<file path="src/rtl/serial_subtractor_pkg.sv">
// Shared definitions for the bit-serial subtractor.
// Holds the FSM state encoding and the default operand width.
package serial_subtractor_pkg;

    localparam int DEFAULT_WIDTH = 8;

    typedef enum logic [1:0] {
        IDLE  = 2'd0,
        SHIFT = 2'd1,
        DONE  = 2'd2
    } state_t;

endpackage

</file>
<file path="src/rtl/serial_subtractor_substractor.sv">
// One-bit full subtractor cell: y = a - b - bin, x = borrow out.
module substractor (
    input  logic a,
    input  logic b,
    input  logic bin,
    output logic y,
    output logic x
);

    assign y = a ^ b ^ bin;
    assign x = (~a & b) | (~(a ^ b) & bin);

endmodule

</file>
<file path="src/rtl/serial_subtractor.sv">
// Bit-serial unsigned subtractor: one bit per clock, LSB first, through a
// single full-subtractor cell; result appears after WIDTH shift cycles.
module serial_subtractor
    import serial_subtractor_pkg::*;
#(
    parameter int WIDTH = DEFAULT_WIDTH
) (
    input  logic             clk,
    input  logic             rst,
    input  logic             start,
    input  logic [WIDTH-1:0] a,
    input  logic [WIDTH-1:0] b,
    output logic             busy,
    output logic             done,
    output logic [WIDTH-1:0] diff,
    output logic             borrow_out
);

    localparam int            CW   = $clog2(WIDTH + 1);
    localparam logic [CW-1:0] LAST = CW'(WIDTH - 1);

    state_t           state;
    state_t           state_next;
    logic [WIDTH-1:0] a_sr;
    logic [WIDTH-1:0] b_sr;
    logic [WIDTH-1:0] diff_sr;
    logic [CW-1:0]    count;
    logic             bor;
    logic             d;
    logic             bout;

    substractor u_cell (
        .a   (a_sr[0]),
        .b   (b_sr[0]),
        .bin (bor),
        .y   (d),
        .x   (bout)
    );

    always_ff @(posedge clk or posedge rst) begin
        if (rst) begin
            state <= IDLE;
        end else begin
            state <= state_next;
        end
    end

    always_comb begin
        state_next = state;
        case (state)
            IDLE:    if (start) state_next = SHIFT;
            SHIFT:   if (count == LAST) state_next = DONE;
            DONE:    state_next = IDLE;
            default: state_next = IDLE;
        endcase
    end

    // Result bits enter at the MSB and walk right, so after WIDTH shifts
    // the first (LSB) difference bit lands in diff_sr[0].
    always_ff @(posedge clk or posedge rst) begin
        if (rst) begin
            a_sr    <= '0;
            b_sr    <= '0;
            diff_sr <= '0;
            count   <= '0;
            bor     <= 1'b0;
        end else if (state == IDLE && start) begin
            a_sr    <= a;
            b_sr    <= b;
            diff_sr <= '0;
            count   <= '0;
            bor     <= 1'b0;
        end else if (state == SHIFT) begin
            a_sr    <= a_sr >> 1;
            b_sr    <= b_sr >> 1;
            diff_sr <= {d, diff_sr[WIDTH-1:1]};
            count   <= count + 1'b1;
            bor     <= bout;
        end
    end

    assign busy       = (state == SHIFT);
    assign done       = (state == DONE);
    assign diff       = diff_sr;
    assign borrow_out = bor;

endmodule

</file>
<file path="config.mk">
export PLATFORM = sky130hd
export DESIGN_NAME = serial_subtractor
export DESIGN_NICKNAME = d
export VERILOG_FILES = /design/src/rtl/serial_subtractor_pkg.sv /design/src/rtl/serial_subtractor_substractor.sv /design/src/rtl/serial_subtractor.sv
export SDC_FILE = /design/constraint.sdc
export NUM_CORES = 1
export LEC_CHECK = 0
export CORE_UTILIZATION = 45
export CTS_CLUSTER_SIZE = 10
export DETAILED_ROUTE_END_ITERATION = 8
export GPL_ROUTABILITY_DRIVEN = 0
export HOLD_SLACK_MARGIN = 0.15
export MAX_ROUTING_LAYER = met4
export PLACE_DENSITY = 0.73
export SLEW_MARGIN = 40
export SYNTH_ARGS = -nofsm -noshare
export SYNTH_HDL_FRONTEND = slang
export SYNTH_SLANG_ARGS = --single-unit
</file>
<file path="constraint.sdc">
create_clock -name clk -period 1.4 [get_ports clk]
set_input_delay 0.28 -clock clk [delete_from_list [all_inputs] [get_ports clk]]
set_output_delay 0.28 -clock clk [all_outputs]
set_load 0.05 [all_outputs]
</file>
==> reports/qor.csv, run 1 <==
stage;metric;value;unit
clock_network;clockBufferDepth;2;
drt;drtPass1Iterations;4;
worst_setup_path;reg2reg_to;count[2];
finish;nets;188;
run_status;violations;setup timing;
worst_setup_path;ff2ff_path_depth;5;
synth;synth_top_area_share;57.8;%
timing;slew_viol_final;0;
synth;synth_nets;140;
synth;ys.warnings.count;0;
worst_setup_path;startpoint_type;flip-flop;
power_and_ir_drop;power_density;2210;nW/um2
synth;synth.distinct_cells;27;
finish;multiInputGateArea;505;um2
synth;ys_seq_area_share;57.8;%
power_and_ir_drop;comb_power_share;50.4;%
die;placeableCoreArea;2780;um2
drt;via_per_inst;5.72;
die;die_area;3210;um2
clock_network;ctsHtreeMaxLevel;2;
power_and_ir_drop;leakagePower;0.872;nW
die;io_pins;30;
synth;syn_inst;119;
worst_setup_path;crit_path_end_kind;output pin;
clock_network;cts_made_buffers;5;
worst_setup_path;crit_path_max_fanout;2;
finish;fillers;199;
clock_network;cts_hold_buf;0;
job;drv_cap;0;
place;numPortBuffers;29;
worst_setup_path;worst_ep_arrival_time;1.17;ns
timing;period_minus_slack;1.45;ns
synth;synth-seq-cells;31;
worst_setup_path;rr_startpoint;state[1];
timing;fin_ws;-0.0536;ns
timing;fin_worst_skew;0.00755;ns
run_status;status;complete, but fails checks;
finish;diodes;0;
power_and_ir_drop;p_sw;1.72;mW
die;die_w;56.6;um
place;place_ws;-0.0501;ns
timing;max_freq;0.688;GHz
clock_network;clkSlewWorstSetupHoldPaths;0.09;ns
clock_network;cts_tree;done;
power_and_ir_drop;switching_share;39.6;%
finish;syn_to_final_growth;46.7;%
place;dpl.cell_count;185;
finish;seqCellArea;776;um2
drt;drt-total-wl;3160;um
clock_network;clock_latency;0.33;ns
synth;yosys-top-cells-area;dfrtp_1, a22oi_1, a22o_1;
timing;relSlewSlack;84.5;%
drt;vias;1138;
global_routing;grt_max_degree;32;
timing;rsz0062_at_grt;yes;
clock_network;root_buffer;clkbuf_4;
timing;worstMarginPinSlew;0.231;ns
global_routing;grt_use_total;22.0;%
drt;drc_errors;0;
die;std_cell_rows;19;
drt;ant_nets;0;
worst_hold_path;min_path_type;input pin to async pin;
finish;drive_above_1_share;26.2;%
synth;synth_area_leader_cell;dfrtp_1;
power_and_ir_drop;ir_worst_vdd;2220;uV
die;dieHeight;56.6;um
finish;final_cells;199;
global_routing;grt_antenna_before_repair;0;
global_routing;first_global_vias;1142;
synth;syn_area;1340;um2
worst_setup_path;r2r_slack;0.07;ns
drt;drt_iter0_markers;38;
timing;holdWs;0.273;ns
global_routing;grt_overflow;0;
place;dp_hpwl;2210;um
timing;fin_crit_sh;104;%
drt;wl_per_cell;15.9;um
clock_network;cts_sinks;31;
power_and_ir_drop;cell_internal_pwr;2.63;mW
power_and_ir_drop;p_seq_share;36.1;%
synth;syn_area_per_cell;11.3;um2
worst_setup_path;worst_ep_required_time;1.12;ns
timing;finalHoldViolCount;0;
timing;setup_violations;2;
worst_setup_path;crit_type;flip-flop to output pin;
power_and_ir_drop;p_clk_share;13.4;%
global_routing;grt_pass1_wl;5080;um
die;start_util;48.3;%
==> registers in the layout, summed over array words and instances (netlist names) <==
name	cells
a_sr	8
b_sr	8
diff	8
count	4
state	2
borrow_out	1
==> cells in the final DEF, fill, tap and decap left out <==
cell type | synthesis | routed
dfrtp_1 | 31 | 31
nand3_1 | 1 | 1
clkbuf_1 | 1 | 1
buf_6 | 4 | 2
o21bai_4 | 0 | 1
nor2_1 | 3 | 2
ha_1 | 1 | 1
inv_4 | 0 | 1
o21ai_1 | 9 | 9
inv_1 | 3 | 2
nor2b_1 | 1 | 1
clkbuf_4 | 0 | 5
a21oi_1 | 1 | 1
nor2_4 | 0 | 1
clkdlybuf4s50_1 | 0 | 18
nor3_1 | 1 | 1
nand2_2 | 1 | 1
and2_1 | 1 | 1
o31ai_1 | 1 | 1
a22oi_1 | 15 | 15
nor2b_4 | 1 | 1
clkbuf_8 | 0 | 2
buf_12 | 0 | 12
nand2_1 | 18 | 18
inv_2 | 1 | 1
a31oi_1 | 1 | 1
mux2_2 | 1 | 1
fa_1 | 1 | 1
a22o_1 | 10 | 10
o21ai_0 | 8 | 8
a32o_1 | 1 | 1
buf_4 | 1 | 16
==> per-layer routing <==
metal | vias up | wire (um) | track usage, %
met1 | 564 | 1340 | 25.1
met4 | 0 | 31 | 7.67
met2 | 42 | 1600 | 34.5
met5 | - | 0 | -
li1 | 526 | - | -
met3 | 6 | 189 | 9.68
==> power groups by stage <==
| stage | Clock (mW) | Sequential [mW] | Combinational (mW) |
|---|---|---|---|
| global placement | 0 | 1.56 | 1.99 |
| global route | 0.642 | 1.61 | 2.33 |
| CTS | 0.594 | 1.57 | 2.16 |
| floorplan | 0 | 1.85 | 0.865 |
| finish | 0.585 | 1.57 | 2.20 |
| detailed placement | 0 | 1.58 | 2.06 |
==> repair_timing <==
action | 4_1_cts | 5_1_grt
buffers inserted | 5 | 1
pin swaps | 2 | 1
resized for setup | 4 | 1
setup endpoints to repair | 2 | 2
==> through the flow <==
stage	util [%]	instance area [um2]	total power, mW	TNS, ns
CTS	70.3	1950	4.32	-0.0730
global route	70.8	1970	4.58	-0.212
global placement	66.1	1840	3.55	-0.0250
floorplan	-	1350	2.71	0
finish	70.8	1970	4.35	-0.107
detailed placement	66.1	1840	3.65	-0.306
==> final cells by class <==
type	count	area share [%]
Tap cell	31	1.97
Clock buffer	8	3.49
Multi-Input combinational cell	77	25.7
Timing Repair Buffer	48	28.6
Sequential cell	31	39.4
Inverter	4	0.889
==> critical path, cell delays in order (launching register included) <==
cell	delay [ns]
dfrtp_1	0.41
inv_2	0.07
buf_6	0.12
nor2_4	0.10
buf_12	0.14
==> how the worst max path moves through the flow <==
stage,start,to,slack [ns],cells after the start
2_1_floorplan,borrow_out,borrow_out,0.04,2
3_3_place_gp,start,count[2],-0.02,4
3_5_place_dp,start,count[2],-0.05,4
4_1_cts,state[1],busy,-0.04,4
5_1_grt,state[0],done,-0.11,3
6_report,state[1],done,-0.05,4
==> cells in the mapped netlist <==
master / count
o31ai_1: 1
nor3_1: 1
o21ai_0: 8
fa_1: 1
a31oi_1: 1
nor2_1: 3
buf_4: 1
inv_2: 1
a22oi_1: 15
o21ai_1: 9
nand2_2: 1
inv_1: 3
buf_6: 4
buf_2: 1
dfrtp_1: 31
nand3_1: 1
mux2_2: 1
a32o_1: 1
nor2b_4: 1
nor2b_1: 1
a22o_1: 10
clkbuf_1: 1
nand2_1: 18
a21oi_1: 1
o21bai_2: 1
ha_1: 1
and2_1: 1
==> cells by family (layout without fill, tap and decap cells) <==
| logic type | Yosys count | after routing | share of synthesized area [%] |
|---|---|---|---|
| buffers and inverters | 11 | 60 | 5.68 |
| AO/OA/AOI/OAI | 47 | 47 | 24.2 |
| adder cells (fa/ha/maj) | 2 | 2 | 2.42 |
| flip-flops | 31 | 31 | 57.8 |
| AND/OR/NAND/NOR | 27 | 27 | 9.04 |
| multiplexers | 1 | 1 | 0.839 |
No activity file was read; power rests on OpenSTA's default activity.
==> run 2, diff against run 1 <==
Settings changed: CORE_UTILIZATION 45 to 49, GPL_TIMING_DRIVEN set to 0, PLACE_DENSITY 0.73 to 0.78.
==> run 2 against run 1 <==
The run still ends with setup timing left. Clock skew increased by 0.0047 ns. Sequential share of layout area increased by 3.8 points. Worst setup slack improved by 0.016 ns. Via count decreased by 6.2%. Cell count decreased by 1.5%. Die area decreased by 7.9%. First-iteration DRC count decreased by 53%. Global-route usage increased by 2.0 points. Register-to-register slack got worse by 0.04 ns. Maximum frequency increased by 1.1%. Critical path depth unchanged. Critical endpoint is now busy. Largest power group unchanged. Highest routed layer unchanged.
==> reports/qor.csv, run 2 (same netlist as run 1, synthesis figures left out) <==
stage;metric;value;unit
drt;drtPass1Iterations;4;
timing;fin_worst_skew;0.0123;ns
drt;drt-total-wl;2840;um
clock_network;clock_latency;0.33;ns
global_routing;grt_antenna_before_repair;0;
global_routing;grt_max_degree;32;
timing;rsz0062_at_grt;yes;
place;numPortBuffers;29;
drt;ant_nets;0;
drt;drc_errors;0;
die;io_pins;30;
drt;met1_length;1290;um
worst_setup_path;worst_ep_required_time;1.12;ns
worst_setup_path;crit_path_max_fanout;4;
finish;drive_above_1_share;26.5;%
worst_setup_path;slowest_stage;dfrtp_2;
finish;most-common-layout-cells;dfrtp_1, nand2_1, clkdlybuf4s50_1, a22oi_1;
drt;dr_wl_met2;1360;um
die;placeableCoreArea;2520;um2
global_routing;grt_use_total;24.0;%
worst_setup_path;crit_type;flip-flop to output pin;
die;die_w;54.3;um
drt;top_layer;met4;
worst_setup_path;startpoint_type;flip-flop;
finish;diodes;0;
timing;finalHoldViolCount;0;
drt;via_per_inst;5.44;
global_routing;grt_overflow;0;
drt;wl_per_cell;14.5;um
finish;syn_to_final_growth;34.3;%
global_routing;grt_pass1_wl;4670;um
die;die_area;2950;um2
die;start_util;53.2;%
clock_network;cts_sinks;31;
global_routing;first_global_vias;1063;
clock_network;root_buffer;clkbuf_4;
power_and_ir_drop;p_sw;1.62;mW
power_and_ir_drop;p_clk_share;12.7;%
timing;period_minus_slack;1.44;ns
worst_setup_path;critical_path.cell_chain;buf_6, nand2_4, inv_4, buf_8;
power_and_ir_drop;ir_worst_vdd;1880;uV
worst_hold_path;min_path_type;input pin to async pin;
worst_setup_path;crit_path_end_kind;output pin;
clock_network;clockBufferDepth;2;
run_status;status;complete, but fails checks;
power_and_ir_drop;cell_internal_pwr;2.22;mW
power_and_ir_drop;power_density;2130;nW/um2
finish;final_common_cell;dfrtp_1;
timing;max_freq;0.696;GHz
power_and_ir_drop;leakagePower;0.806;nW
finish;final_util;71.5;%
clock_network;cts_tree;done;
job;drv_cap;0;
timing;slew_viol_final;0;
worst_setup_path;worst_ep_arrival_time;1.16;ns
power_and_ir_drop;comb_power_share;48.6;%
run_status;violations;setup timing;
timing;fin_crit_sh;103;%
finish;nets;186;
timing;fin_ws;-0.0375;ns
power_and_ir_drop;switching_share;42.1;%
drt;drt_iter0_markers;18;
drt;dr_wl_met3;128;um
power_and_ir_drop;p_seq_share;38.7;%
die;std_cell_rows;18;
place;dp_hpwl;1940;um
timing;relSlewSlack;58.9;%
timing;holdWs;0.337;ns
timing;worstMarginPinSlew;0.616;ns
clock_network;clkSlewWorstSetupHoldPaths;0.10;ns
drt;vias;1067;
die;dieHeight;54.3;um
timing;setup_violations;2;
worst_setup_path;slowest_delay;0.43;ns
clock_network;cts_made_buffers;5;
clock_network;ctsHtreeMaxLevel;2;
==> run 2: cell count changes in the layout (fill, tap and decap cells not counted), moves of 2 or more <==
| cell | change |
|---|---|
| dfrtp_1 | -2 |
| buf_6 | +3 |
| buf_12 | -12 |
| buf_4 | -6 |
| clkbuf_1 | +2 |
| dfrtp_2 | +2 |
| buf_2 | +8 |
| clkbuf_8 | -2 |
| buf_8 | +2 |
==> run 2: cell type report <==
| class | count | area, um2 |
|---|---|---|
| flip-flops and latches | 31 | 778 |
| inverters | 4 | 20.0 |
| repair buffers | 40 | 347 |
| clock buffers | 7 | 45.0 |
| plain buffers | 6 | 56.3 |
| multi-input cells | 77 | 514 |
| fillers | 185 | 719 |
| well taps | 30 | 37.5 |
| clock inverters | 1 | 5.00 |
==> run 2: power groups by stage <==
stage / registers [mW] / logic (mW) / clock network [mW]
2_1_floorplan: 1.85 / 0.865 / 0
3_3_place_gp: 1.51 / 1.67 / 0
3_5_place_dp: 1.53 / 1.74 / 0
4_1_cts: 1.49 / 1.83 / 0.493
5_1_grt: 1.53 / 2.03 / 0.543
6_report: 1.49 / 1.87 / 0.487
==> run 2: per-layer routing <==
| layer | GRT usage (%) | vias to the layer above |
|---|---|---|
| met5 | - | - |
| met4 | 10.3 | 0 |
| met3 | 8.33 | 9 |
| met2 | 36.6 | 23 |
| met1 | 28.9 | 511 |
| li1 | - | 524 |
==> run 2: timing repair <==
action                                  4_1_cts  5_1_grt
gates resized for setup                      49       22
endpoints found under the setup margin       11       30
pin swaps                                     1        2
hold buffers                                  0        0
hold endpoints to repair                      0        0
gates cloned                                  0        0
setup buffers                                 7        4
==> run 2: worst paths after layout <==
| path | startpoint | endpoint | slack, ns | cells after the start |
|---|---|---|---|---|
| max reg2reg | state[1] | diff[4] | 0.03 | 5 |
| min reg2reg | a_sr[0] | a_sr[0] | 0.49 | 2 |
| max in group asynchronous | rst | state[1] | 0.63 | 2 |
| min in group clk | a_sr[0] | a_sr[0] | 0.49 | 2 |
| min | rst | diff[6] | 0.34 | 2 |
| max | state[0] | busy | -0.04 | 4 |
==> run 2: stage by stage <==
stage / setup WS, ns / std cells / setup TNS [ns] / area (um2) / power [mW]
after floorplan: 0.0406 / 119 / 0 / 1350 / 2.71
after detailed placement: -0.689 / 178 / -3.92 / 1680 / 3.26
final: -0.0375 / 196 / -0.0606 / 1800 / 3.84
after global routing: -0.0847 / 196 / -0.145 / 1800 / 4.11
after global placement: -0.656 / 178 / -10.15 / 1680 / 3.18
after CTS: -0.0474 / 192 / -0.0506 / 1790 / 3.81
==> run 2: critical path, delay by kind of cell, from the launching register on <==
kind / cells / cell delay (ns)
buffers and inverters: 3 / 0.31
DFF: 1 / 0.43
and+or+nand+nor: 1 / 0.09
==> patch 1, RTL diff (settings of run 1) <==
Re-encode `state_t` (3 states) as one-hot, 3 bits wide.
--- a/src/rtl/serial_subtractor_pkg.sv
+++ b/src/rtl/serial_subtractor_pkg.sv
@@ -4,10 +4,10 @@
 
     localparam int DEFAULT_WIDTH = 8;
 
-    typedef enum logic [1:0] {
-        IDLE  = 2'd0,
-        SHIFT = 2'd1,
-        DONE  = 2'd2
+    typedef enum logic [2:0] {
+        IDLE  = 3'b001,
+        SHIFT = 3'b010,
+        DONE  = 3'b100
     } state_t;
 
 endpackage
Check against the original RTL: same outputs for any inputs over 10 cycles, from zero or initial values and one cycle with rst high; not proved beyond that.
==> patch 1 against run 1 <==
- sequential cell count increased by 1
- wire length grew 3.5%
- worst setup slack worse by 0.18 ns
- the run ends with design-rule violations, negative setup slack left
- synthesized area up 3.5%
- global-route usage is 1.1 points higher
- via count is 7.1% higher
- power is 15% lower
- clock skew is 0.0063 ns higher
- design area increased by 6.8%
==> patch 1: results (changes against run 1) <==
routed wire length=3270 um (+3.5%); startpoint types=register; sequential area share after synthesis=0.577 (-0.000862); Post CTS Setup Buffer Count=3 (-2); Nets=205 (+9.0%); cell area after placement=0.00192 mm2 (+4.3%); Root Buffer=clkbuf_4; # DRC=4 (+4); Post-Route M1 WL=1400 um (+5.0%); top cells by area, synth=dfrtp_1 56%, nand2_1 8.9%, a22oi_1 7.0%; status=finished, violations left; CTS Buffer Depth=2 (unchanged); cts repair resizes=12 (+8); antenna cell count=0 (unchanged); M3 GR Usage=0.0499 (-0.0469); R2R cell count=6 (+1); Worst path top cell family by delay=simple AND/OR/NAND/NOR gates; Iter 0 DRT Violations=38 (unchanged); drt via density=5.64 (-1.3%); met2 WL=1630 um (+1.8%); total track usage=0.231 (+0.0109); # setup viols final=31 (+29); Worst Tran Pin Value=0.231 ns (+0.000494 ns); failing checks=design-rule violations, negative setup slack; Reg-to-Reg Start=state[2]; Commonest cells post-synth=33 x nand2_1, 31 x dfrtp_1, 14 x nand3_1; Yosys warning count=0 (unchanged); GR Layer Usage met2=0.349 (+0.00430); Async SR Flop Fraction=1.00 (unchanged); Worst Setup EP=busy; met1 usage=0.295 (+0.0442); Slowest cell on crit path=or3b_4; Peak VDD IR=1.02 mV (-54%); metal3 WL=164 um (-13%); clock skew=0.0139 ns (+0.00632 ns); hpwl dp=2250 um (+1.7%); CP arrival=1.36 ns (+0.19 ns); Leakage=0.947 nW (+8.6%); Initial DRT Pass Iterations=8 (+4); Top Metal Used=met4; setup TNS=-2.36 ns (-2.25 ns); reg2reg setup slack=-0.20 ns (-0.27 ns); reg2reg end=count[3]; vias=1219 (+7.1%); syn_area_per_cell=10.1 um2 (-10%); layout cells sized above 1=0.292 (+0.0300); Synthesized Nets=158 (+13%); Worst-path clk slew=0.10 ns; hold_ws=0.272 ns (-0.00110 ns); Place WS=-0.216 ns (-0.166 ns); worst setup margin=-0.237 ns (-0.184 ns); post-synth cell types=28 (+3.7%); largest net degree at the start of global routing=33 (+3.1%); CTS buffer count=5 (unchanged); first-pass GRT wire length=5460 um (+7.5%)
## patch 1: cells by family (layout without fill, tap and decap cells)
| group | after synthesis | after routing | synth area share |
|---|---|---|---|
| buffers and inverters | 14 | 62 | 0.0558 |
| AOI/OAI and AO/OA | 31 | 31 | 0.149 |
| DFF | 32 | 32 | 0.577 |
| xor gates and xnor gates | 1 | 1 | 0.00630 |
| adders and majority gates | 2 | 2 | 0.0234 |
| and+or+nand+nor | 57 | 57 | 0.188 |
## patch 1: final cells by class
type | count | area [um2]
fillers | 202 | 749
inverters | 4 | 20.0
clock buffers | 8 | 58.8
repair buffers | 50 | 601
multi-input cells | 91 | 583
well taps | 31 | 38.8
flip-flops and latches | 32 | 802
## patch 1: power by group
group          switching, W  internal, W  leakage (nW)
Combinational      0.000856     0.000820         0.500
Sequential         0.000233      0.00124         0.415
Clock              0.000312     0.000248        0.0326
## patch 1: worst min-delay path: stages
cell and delay (ns):
clkdlybuf4s50_1 0.40, inv_1 0.09, buf_12 0.21
==> patch 2, RTL diff (config.mk and constraints of run 1) <==
Without the edit above. The package constant `DEFAULT_WIDTH` goes from 8 to 16.
--- a/src/rtl/serial_subtractor_pkg.sv
+++ b/src/rtl/serial_subtractor_pkg.sv
@@ -2,7 +2,7 @@
 // Holds the FSM state encoding and the default operand width.
 package serial_subtractor_pkg;
 
-    localparam int DEFAULT_WIDTH = 8;
+    localparam int DEFAULT_WIDTH = 16;
 
     typedef enum logic [1:0] {
         IDLE  = 2'd0,
Interface: changed (resized a, b and diff); port bits go from 30 to 54. The function was not compared with the original's and may differ.
==> patch 2 against run 1 <==
- the flow still finishes with violations (negative setup slack)
- sequential cell count up 25
- design area increased by 94%
- utilization is 2.1 points lower
- maximum frequency rose by 0.88%
- first-iteration DRC count increased to 5.4 times the old value
- worst setup slack improved by 0.013 ns
- global-route usage is 0.75 points higher
- synthesized area rose by 97%
- via count is 98% higher
- synthesized cell count rose by 110%
- power increased by 98%
- wire length rose by 110%
==> patch 2: results (changes against run 1) <==
Leakage=1.69 nW (+94%); total track usage=0.227 (+0.00747); drt wl/cell=16.7 um (+5.2%); clock latency on the worst-skew pair=0.31 ns (-0.02 ns); Synthesized Nets=289 (+110%); Port Buffers=53 (+83%); Async SR Flop Fraction=1.00 (unchanged); reg2reg end=count[1]; failing checks=negative setup slack; Yosys warning count=0 (unchanged); cts-stage hold buffer count=0 (unchanged); antenna cell count=0 (unchanged); number of global-route vias before repair=2217 (+94%); CP arrival=1.16 ns; post-synthesis mux area share=0.00378 (-0.00461); hold_ws=0.376 ns (+0.103 ns); Worst-path clk slew=0.10 ns; top cells by area, synth=dfrtp_1 53%, a22oi_1 7.1%, nor2b_1 6.1%; syn_area_per_cell=10.6 um2 (-6.5%); reg2reg setup slack=0.02 ns (-0.05 ns); CTS buffer count=5 (unchanged); Nets=361 (+92%); Synth Flop Type=dfrtp_1; H-Tree Level Count=2 (unchanged); xor and xnor area share after synthesis=0 (unchanged); R2R cell count=6 (+1); cell area after placement=0.00349 mm2 (+90%); Post-synth EDFFs=0 (unchanged); vias=2255 (+98%); worst setup margin=-0.0409 ns (+0.0127 ns); initial antenna violation count=0 (unchanged); hpwl dp=4070 um (+84%); critical path peak fanout=3 (+1); post-synth cell types=30 (+11%); layout cells sized above 1=0.219 (-0.0428); Hold WC Path Type=input pin to async pin; Synth Area in Compound Gates=0.270 (+0.0274); total global routing overflow=0 (unchanged); Worst Tran Pin Value=0.309 ns (+0.0782 ns); largest family of logic cells by synthesized area=compound AO/OA/AOI/OAI gates; clock skew=0.00978 ns (+0.00223 ns); # setup viols final=2 (unchanged); status=finished, violations left; Peak VDD IR=1.53 mV (-31%); post-synth top area share=0.529 (-0.0488); post-synthesis adder-cell area fraction=0.0170 (-0.00723); Reg-to-Reg Start=state[0]; CTS Buffer Depth=2 (unchanged); Root Buffer=clkbuf_8; first-pass GRT wire length=10400 um (+100%); drt via density=5.69 (-0.42%); Commonest cells post-synth=56 x dfrtp_1, 31 x a21oi_1, 26 x nor2b_1; largest net degree at the start of global routing=57 (+78%); Iter 0 DRT Violations=205 (+440%); dpl cells=372 (+100%); Place WS=-0.223 ns (-0.173 ns); sequential area share after synthesis=0.529 (-0.0488)
patch 2: power by group:
part | total (W) | switching, W | leakage [nW] | internal, W
combinational | 0.00469 | 0.00226 | 0.900 | 0.00243
sequential | 0.00283 | 0.000596 | 0.727 | 0.00223
clock | 0.00112 | 0.000531 | 0.0614 | 0.000586
patch 2: repair_timing:
action | 4_1_cts | 5_1_grt
hold endpoints to repair | 0 | 0
endpoints found under the setup margin | 2 | 20
gates resized for setup | 6 | 11
gates cloned | 1 | 1
pin swaps | 0 | 3
buffers inserted | 8 | 6
patch 2: critical path, stage by stage, from the launching register on:
cell,delay (ns)
dfrtp_2,0.46
buf_12,0.14
nor2b_4,0.12
buf_12,0.14
patch 2: cells by family after synthesis:
| logic type | count (synthesis) |
|---|---|
| AOI/OAI and AO/OA | 114 |
| adders and majority gates | 3 |
| buffers and inverters | 28 |
| DFF | 56 |
| muxes | 1 |
| and+or+nand+nor | 49 |
patch 2: worst max path at each step:
stage,start,end,slack (ns),cells after the start
3_5_place_dp,start,b_sr[8],-0.22,5
6_report,state[0],done,-0.04,3
3_3_place_gp,start,a_sr[9],-0.17,5
5_1_grt,state[0],done,-0.08,3
4_1_cts,state[0],done,-0.06,3
2_1_floorplan,state[0],done,-0.14,4
patch 2: routing by layer:
layer	up-vias	GRT usage	part of all wire
li1	1054	-	-
met1	1113	0.283	0.42
met2	80	0.371	0.50
met3	8	0.0425	0.060
met4	0	0.0833	0.015
met5	-	-	0
patch 2: through the flow:
step,TNS [ns],util
3_5_place_dp,-8.13,0.627
6_report,-0.0416,0.687
4_1_cts,-0.0822,0.669
3_3_place_gp,-5.72,0.627
2_1_floorplan,-0.139,-
5_1_grt,-0.308,0.687
patch 2: area by class of cell:
cell class,instances,area [um2]
timing repair buffer,86,1080
clock inverter,2,38.8
inverter,7,37.5
multi-input combinational,167,1100
fill,421,1740
sequential,56,1400
tap,72,90.1
clock buffer,6,82.6
